[src/rtl/ahb_lite_arbiter.sv]
// Two-requester round-robin front end driving single, non-pipelined AHB-Lite transfers.
// Handles lane replication/extraction, alignment checks, wait states and ERROR responses.
module ahb_lite_arbiter #(
    parameter logic [3:0] HPROT_VAL = 4'b0011
) (
    input  logic        clk,
    input  logic        reset,

    input  logic        req0_valid_i,
    output logic        req0_ready_o,
    input  logic        req0_write_i,
    input  logic [31:0] req0_addr_i,
    input  logic [2:0]  req0_size_i,
    input  logic [31:0] req0_wdata_i,

    input  logic        req1_valid_i,
    output logic        req1_ready_o,
    input  logic        req1_write_i,
    input  logic [31:0] req1_addr_i,
    input  logic [2:0]  req1_size_i,
    input  logic [31:0] req1_wdata_i,

    output logic        resp0_valid_o,
    output logic [31:0] resp0_rdata_o,
    output logic        resp0_err_o,

    output logic        resp1_valid_o,
    output logic [31:0] resp1_rdata_o,
    output logic        resp1_err_o,

    output logic [31:0] ahb_haddr_o,
    output logic        ahb_hwrite_o,
    output logic [2:0]  ahb_hsize_o,
    output logic [2:0]  ahb_hburst_o,
    output logic [3:0]  ahb_hprot_o,
    output logic [1:0]  ahb_htrans_o,
    output logic        ahb_hmastlock_o,
    output logic [31:0] ahb_hwdata_o,
    input  logic        ahb_hready_i,
    input  logic        ahb_hresp_i,
    input  logic [31:0] ahb_hrdata_i
);

    typedef enum logic [1:0] {ST_IDLE, ST_ADDR, ST_DATA, ST_RESP} state_t;

    localparam logic [1:0] HTRANS_IDLE   = 2'b00;
    localparam logic [1:0] HTRANS_NONSEQ = 2'b10;

    state_t      state, state_nxt;
    logic        last_grant, owner;
    logic        grant_vld, grant_id, accept;
    logic        sel_write, sel_legal;
    logic [31:0] sel_addr, sel_wdata;
    logic [2:0]  sel_size;

    logic        write_q;
    logic [31:0] addr_q, wdata_q;
    logic [2:0]  size_q;

    logic        resp_load, load_id, resp_err_nxt;
    logic [31:0] resp_rdata_nxt;
    logic [31:0] rdata0_q, rdata1_q;
    logic        err0_q, err1_q;

    function automatic logic cmd_legal(input logic [2:0] size, input logic [1:0] addr_lsb);
        case (size)
            3'd0:    return 1'b1;
            3'd1:    return ~addr_lsb[0];
            3'd2:    return addr_lsb == 2'b00;
            default: return 1'b0;
        endcase
    endfunction

    function automatic logic [31:0] lane_replicate(input logic [31:0] data, input logic [2:0] size);
        case (size)
            3'd0:    return {4{data[7:0]}};
            3'd1:    return {2{data[15:0]}};
            default: return data;
        endcase
    endfunction

    function automatic logic [31:0] lane_extract(input logic [31:0] data, input logic [2:0] size,
                                                 input logic [1:0] addr_lsb);
        logic [31:0] r;
        r = data;
        case (size)
            3'd0: begin
                case (addr_lsb)
                    2'd0:    r = {24'd0, data[7:0]};
                    2'd1:    r = {24'd0, data[15:8]};
                    2'd2:    r = {24'd0, data[23:16]};
                    default: r = {24'd0, data[31:24]};
                endcase
            end
            3'd1:    r = addr_lsb[1] ? {16'd0, data[31:16]} : {16'd0, data[15:0]};
            default: r = data;
        endcase
        return r;
    endfunction

    // Grant: a lone requester wins; on contention the one not served last wins.
    always_comb begin
        grant_vld = req0_valid_i | req1_valid_i;
        grant_id  = (req0_valid_i && req1_valid_i) ? ~last_grant : req1_valid_i;
        sel_write = grant_id ? req1_write_i : req0_write_i;
        sel_addr  = grant_id ? req1_addr_i  : req0_addr_i;
        sel_size  = grant_id ? req1_size_i  : req0_size_i;
        sel_wdata = grant_id ? req1_wdata_i : req0_wdata_i;
        sel_legal = cmd_legal(sel_size, sel_addr[1:0]);
        accept    = (state == ST_IDLE) && grant_vld;
    end

    assign req0_ready_o = accept && !grant_id;
    assign req1_ready_o = accept &&  grant_id;

    always_comb begin
        state_nxt = state;
        case (state)
            ST_IDLE: if (accept) state_nxt = sel_legal ? ST_ADDR : ST_RESP;
            ST_ADDR: if (ahb_hready_i) state_nxt = ST_DATA;
            ST_DATA: if (ahb_hready_i) state_nxt = ST_RESP;
            default: state_nxt = ST_IDLE;
        endcase
    end

    // Response capture: illegal commands complete straight from IDLE, bus transfers on the last data cycle.
    always_comb begin
        load_id        = (state == ST_IDLE) ? grant_id : owner;
        resp_load      = (accept && !sel_legal) || (state == ST_DATA && ahb_hready_i);
        resp_err_nxt   = (state == ST_DATA) ? ahb_hresp_i : 1'b1;
        resp_rdata_nxt = '0;
        if (state == ST_DATA && !write_q && !ahb_hresp_i)
            resp_rdata_nxt = lane_extract(ahb_hrdata_i, size_q, addr_q[1:0]);
    end

    always_ff @(posedge clk or posedge reset) begin
        if (reset) begin
            state      <= ST_IDLE;
            last_grant <= 1'b1;
            owner      <= 1'b0;
            write_q    <= 1'b0;
            addr_q     <= '0;
            size_q     <= '0;
            wdata_q    <= '0;
            rdata0_q   <= '0;
            rdata1_q   <= '0;
            err0_q     <= 1'b0;
            err1_q     <= 1'b0;
        end else begin
            state <= state_nxt;
            if (accept) begin
                owner      <= grant_id;
                last_grant <= grant_id;
                write_q    <= sel_write;
                addr_q     <= sel_addr;
                size_q     <= sel_size;
                wdata_q    <= sel_wdata;
            end
            if (resp_load) begin
                if (load_id) begin
                    rdata1_q <= resp_rdata_nxt;
                    err1_q   <= resp_err_nxt;
                end else begin
                    rdata0_q <= resp_rdata_nxt;
                    err0_q   <= resp_err_nxt;
                end
            end
        end
    end

    always_comb begin
        ahb_htrans_o = HTRANS_IDLE;
        ahb_hwrite_o = 1'b0;
        ahb_hsize_o  = 3'd0;
        ahb_hwdata_o = '0;
        case (state)
            ST_ADDR: begin
                ahb_htrans_o = HTRANS_NONSEQ;
                ahb_hwrite_o = write_q;
                ahb_hsize_o  = size_q;
            end
            ST_DATA: ahb_hwdata_o = lane_replicate(wdata_q, size_q);
            default: ;
        endcase
    end

    assign ahb_haddr_o     = addr_q;
    assign ahb_hburst_o    = 3'b000;
    assign ahb_hprot_o     = HPROT_VAL;
    assign ahb_hmastlock_o = 1'b0;

    assign resp0_valid_o = (state == ST_RESP) && !owner;
    assign resp1_valid_o = (state == ST_RESP) &&  owner;
    assign resp0_rdata_o = rdata0_q;
    assign resp1_rdata_o = rdata1_q;
    assign resp0_err_o   = err0_q;
    assign resp1_err_o   = err1_q;

endmodule

[config.mk]
export PLATFORM = sky130hd
export DESIGN_NAME = ahb_lite_arbiter
export DESIGN_NICKNAME = d
export VERILOG_FILES = /design/src/rtl/ahb_lite_arbiter.sv
export SDC_FILE = /design/constraint.sdc
export NUM_CORES = 1
export LEC_CHECK = 0
export CORE_MARGIN = 10
export CORE_UTILIZATION = 43
export CTS_BUF_LIST = sky130_fd_sc_hd__clkbuf_2
export CTS_CLUSTER_SIZE = 10
export DETAILED_ROUTE_END_ITERATION = 6
export PLACE_DENSITY = 0.94
export SYNTH_ARGS = -nofsm -noshare
export SYNTH_HDL_FRONTEND = slang
export SYNTH_SLANG_ARGS = --single-unit
[constraint.sdc]
create_clock -name clk -period 5 [get_ports clk]
set_input_delay 1 -clock clk [delete_from_list [all_inputs] [get_ports clk]]
set_output_delay 1 -clock clk [all_outputs]
set_load 0.01 [all_outputs]
==> key figures <==
Logic synthesis
  – Unique masters post-synth: 45
  – Top-count cell post-synth: dfrtp_1
  – Number of enable flip-flop cells after synthesis: 0
  – Top cells by count, synth: dfrtp_1 (137), nand2_1 (89), inv_1 (86)
  – Synth warnings: 0
  – Synth top area cells: dfrtp_1 (49%), a222oi_1 (9.1%), nand2_1 (4.8%)
  – Async S/R FF share, synth: 100.0%
  – Mapped Area: 6935 um2
  – Mapped Avg Cell Area: approximately 11 um2
  – Main synth FF type: dfrtp_1
  – Share of the synthesized area in the top cell type: between 40% and 50%
  – Yosys reg bits: 138
  – Post-synth top area cell: dfrtp_1
  – Syn Inst Count: 656
  – Register area share after synthesis: between 40 and 50%

Die
  – Core area: 15,830 um2
  – Row count: 46
  – Die height: between 100 and 150 um
  – Initial Util: between 40% and 50%
  – Number of top-level pins: approximately 320
  – Total die area: roughly 22,000 um2
  – Die width: approximately 150 um

STA
  – Post-route setup TNS: 0 ns
  – Final critical-path required period: between 4 and 5 ns
  – Final setup margin: 0.8183 ns
  – Fin crit share: approximately 84%
  – Pin slew with the least headroom to its limit: around 1.1 ns
  – Max Fclk: about 240 MHz
  – Worst Clk Skew: 0.05127 ns
  – Worst rel slew slack: a little under a quarter
  – Final Hold Viols: 0
  – Final hold slack: 0.5112 ns
  – Slew Limit Fails: 0
  – Final setup viols: 0
  – RSZ-0062 raised after global routing: false

Setup path
  – Crit-path max cell delay: around 0.62 ns
  – Startpoint Class: register
  – Kind of critical path: register to output port
  – Worst reg2reg path endpoint: resp1_rdata_o[21]
  – CP Cell Sequence: or2_2, nor2_2, nand2_1, a21boi_0, clkdlybuf4s50_1
  – Worst r2r path cells: 7
  – Worst R2R Start: state[0]
  – Worst path arrival time: about 3.2 ns
  – CP Capture Type: output port
  – Reg2Reg Setup Slack: between 1.5 and 2 ns
  – Kind of cell adding the most delay to the critical path: simple AND/OR/NAND/NOR gates
  – Req. time, crit path: ~4.0 ns
  – CP max FO: 25
  – WP buf/inv: 1
  – CP max stage cell: clkdlybuf4s50_1

CTS
  – Clk slew on worst S/H paths: 0.22 ns
  – Clock tree sinks: ~140
  – Hold-fix buffers at CTS: 0
  – CTS tree: built
  – CTS buffer count: 17
  – Resized cells post-CTS: 0
  – H-tree levels: 4
  – Root Buffer Master: clkbuf_2
  – CTS Buffer Depth: 2
  – Clock Latency Late Sink: 0.74 ns
  – Post-CTS Setup Inserts: 0

Detailed routing
  – TritonRoute pass-1 iters: 7
  – Drt initial violations: about 830
  – Final WL: 28,280 um
  – DRC Markers: 6
  – Via count: between 6k and 7k
  – Drt wl/cell: roughly 24 um
  – Vias per cell: 5.779
  – Final ANT Viol Nets: 0

Placed design
  – Cells after DPL: roughly 1.1k
  – Placed cell areas: roughly 10,000 um2
  – Worst slack at placement: 1.122 ns
  – Detailed Place HPWL: between 20,000 and 25,000 um
  – Port Buffers: around 310
  – Placer Congestion: about 0.9

GRT
  – Largest net degree at the start of global routing: between 70 and 80
  – GRT Util Overall: around a quarter
  – GRT overflow: 0
  – Vias in the first global route: 7,092
  – Initial antenna violation count: 5
  – Global-route wire length before repair: around 43,000 um

Final layout
  – # fillers: around 1.2k
  – Post-Route Utilization: 65.94%
  – Nets: around 1.1k
  – Final instance count without filler cells: about 1.2k
  – Area of the multi-input gates: 2940 um2
  – Syn-to-layout area delta: 50.50%
  – Share of cells above drive strength 1: 8.359%
  – Fin area: between 10,000 and 15,000 um2
  – Register cell area after layout: 3455 um2

Power
  – P_sw: roughly 2.4 mW
  – Int Power: between 3 and 4 mW
  – Sequential power share: between 30% and 40%
  – Switching Share: 41.77%
  – Clock group share of total power: between 10 and 15%
  – Comb power frac: 52.8%
  – Max rail drop VDD: ~320 uV
  – Leakage power: 4.734 nW
  – Overall Power: roughly 5.6 mW
  – Pwr/cell area: ~540 nW/um2

Run
  – Max-cap violations: 0

Hold path
  – Worst hold start: resp1_rdata_o[18]
  – Hold Path Sink: resp1_rdata_o[18]
  – Hold Crit Depth: 2
  – Hold Path Class: register to register

Status
  – Status: finished, violations left
  – Failing checks: DRC
## worst min-delay path: cells and delay by family, from the launching register on
family             cells  cell delay [ns]
DFF                    1             0.39
AOI/OAI and AO/OA      1             0.06
and+or+nand+nor        1             0.05
## layer usage
layer  global-route usage [%]  wire length (um)  share of wire [%]  up-vias
met3                    10.04              3607                 13       66
met4                    10.65               956                3.4        2
met2                    43.30             13980                 49      491
met1                    27.94              9726                 34     3310
li1                         -                 -                  -     2933
met5                        0                10              0.035        -
## final cells by class
type | count | area share [%]
tap | 216 | 2.589
timing repair buffer | 320 | 30.50
clock buffer | 17 | 0.8152
sequential | 138 | 33.10
multi-input combinational | 381 | 28.17
inverter | 86 | 3.141
clock inverter | 15 | 1.594
antenna | 4 | 0.09590
## cell usage in the layout, fill, tap and decap left out, types with 2 or more instances in the layout
| cell | synthesis | final |
|---|---|---|
| o211ai_1 | 7 | 7 |
| a21o_1 | 2 | 2 |
| a22o_1 | 10 | 10 |
| and2_1 | 14 | 13 |
| nand3_1 | 7 | 7 |
| a22oi_1 | 16 | 16 |
| nand2_1 | 89 | 89 |
| nor2b_1 | 3 | 3 |
| a21boi_0 | 16 | 16 |
| mux4_2 | 8 | 8 |
| conb_1 | 2 | 9 |
| mux2_1 | 14 | 14 |
| inv_6 | 0 | 5 |
| buf_4 | 10 | 8 |
| clkdlybuf4s50_1 | 0 | 312 |
| dfrtp_1 | 137 | 137 |
| nor2_2 | 2 | 3 |
| bufinv_16 | 0 | 2 |
| mux2_2 | 20 | 20 |
| clkinv_4 | 0 | 5 |
| mux2i_1 | 29 | 29 |
| o211a_1 | 8 | 8 |
| nor2_1 | 16 | 15 |
| inv_1 | 86 | 85 |
| or3_1 | 2 | 2 |
| o21ai_0 | 23 | 22 |
| clkbuf_2 | 0 | 17 |
| ha_1 | 5 | 5 |
| a222oi_1 | 63 | 63 |
| a21oi_1 | 3 | 2 |
| diode_2 | 0 | 4 |
## worst max path at each step
stage,start,to,cells after the start
finish,size_q[1],ahb_hwdata_o[14],5
detailed placement,req1_valid_i,resp0_rdata_o[8],7
global placement,req1_valid_i,req1_ready_o,4
global route,size_q[1],ahb_hwdata_o[14],5
floorplan,reset,ahb_haddr_o[0],1
CTS,size_q[1],ahb_hwdata_o[14],5
## sequential cells by signal, summed over array words and instances (netlist names)
signal and flops:
size_q 3, write_q 1, resp0_err_o 1, wdata_q 32, owner 1, ahb_haddr_o 32, last_grant 1, resp0_rdata_o 32
resp1_err_o 1, state 2, resp1_rdata_o 32
## logic make-up after synthesis
logic type | share of synthesized area (%)
compound gates | 19.41
buf+inv | 8.822
mux | 12.30
simple gates | 8.641
fa+ha+maj | 0.9020
flops | 49.81
other cells | 0.1083
## power by group through the flow
stage	clock (mW)	combinational (mW)	sequential, mW
final	0.708	2.98	1.96
after global routing	0.768	3.22	2.01
after CTS	0.726	2.99	1.95
after detailed placement	0	2.98	1.97
after global placement	0	2.89	1.94
after floorplan	0	1.51	1.95
No activity file was read; power rests on OpenSTA's default activity.
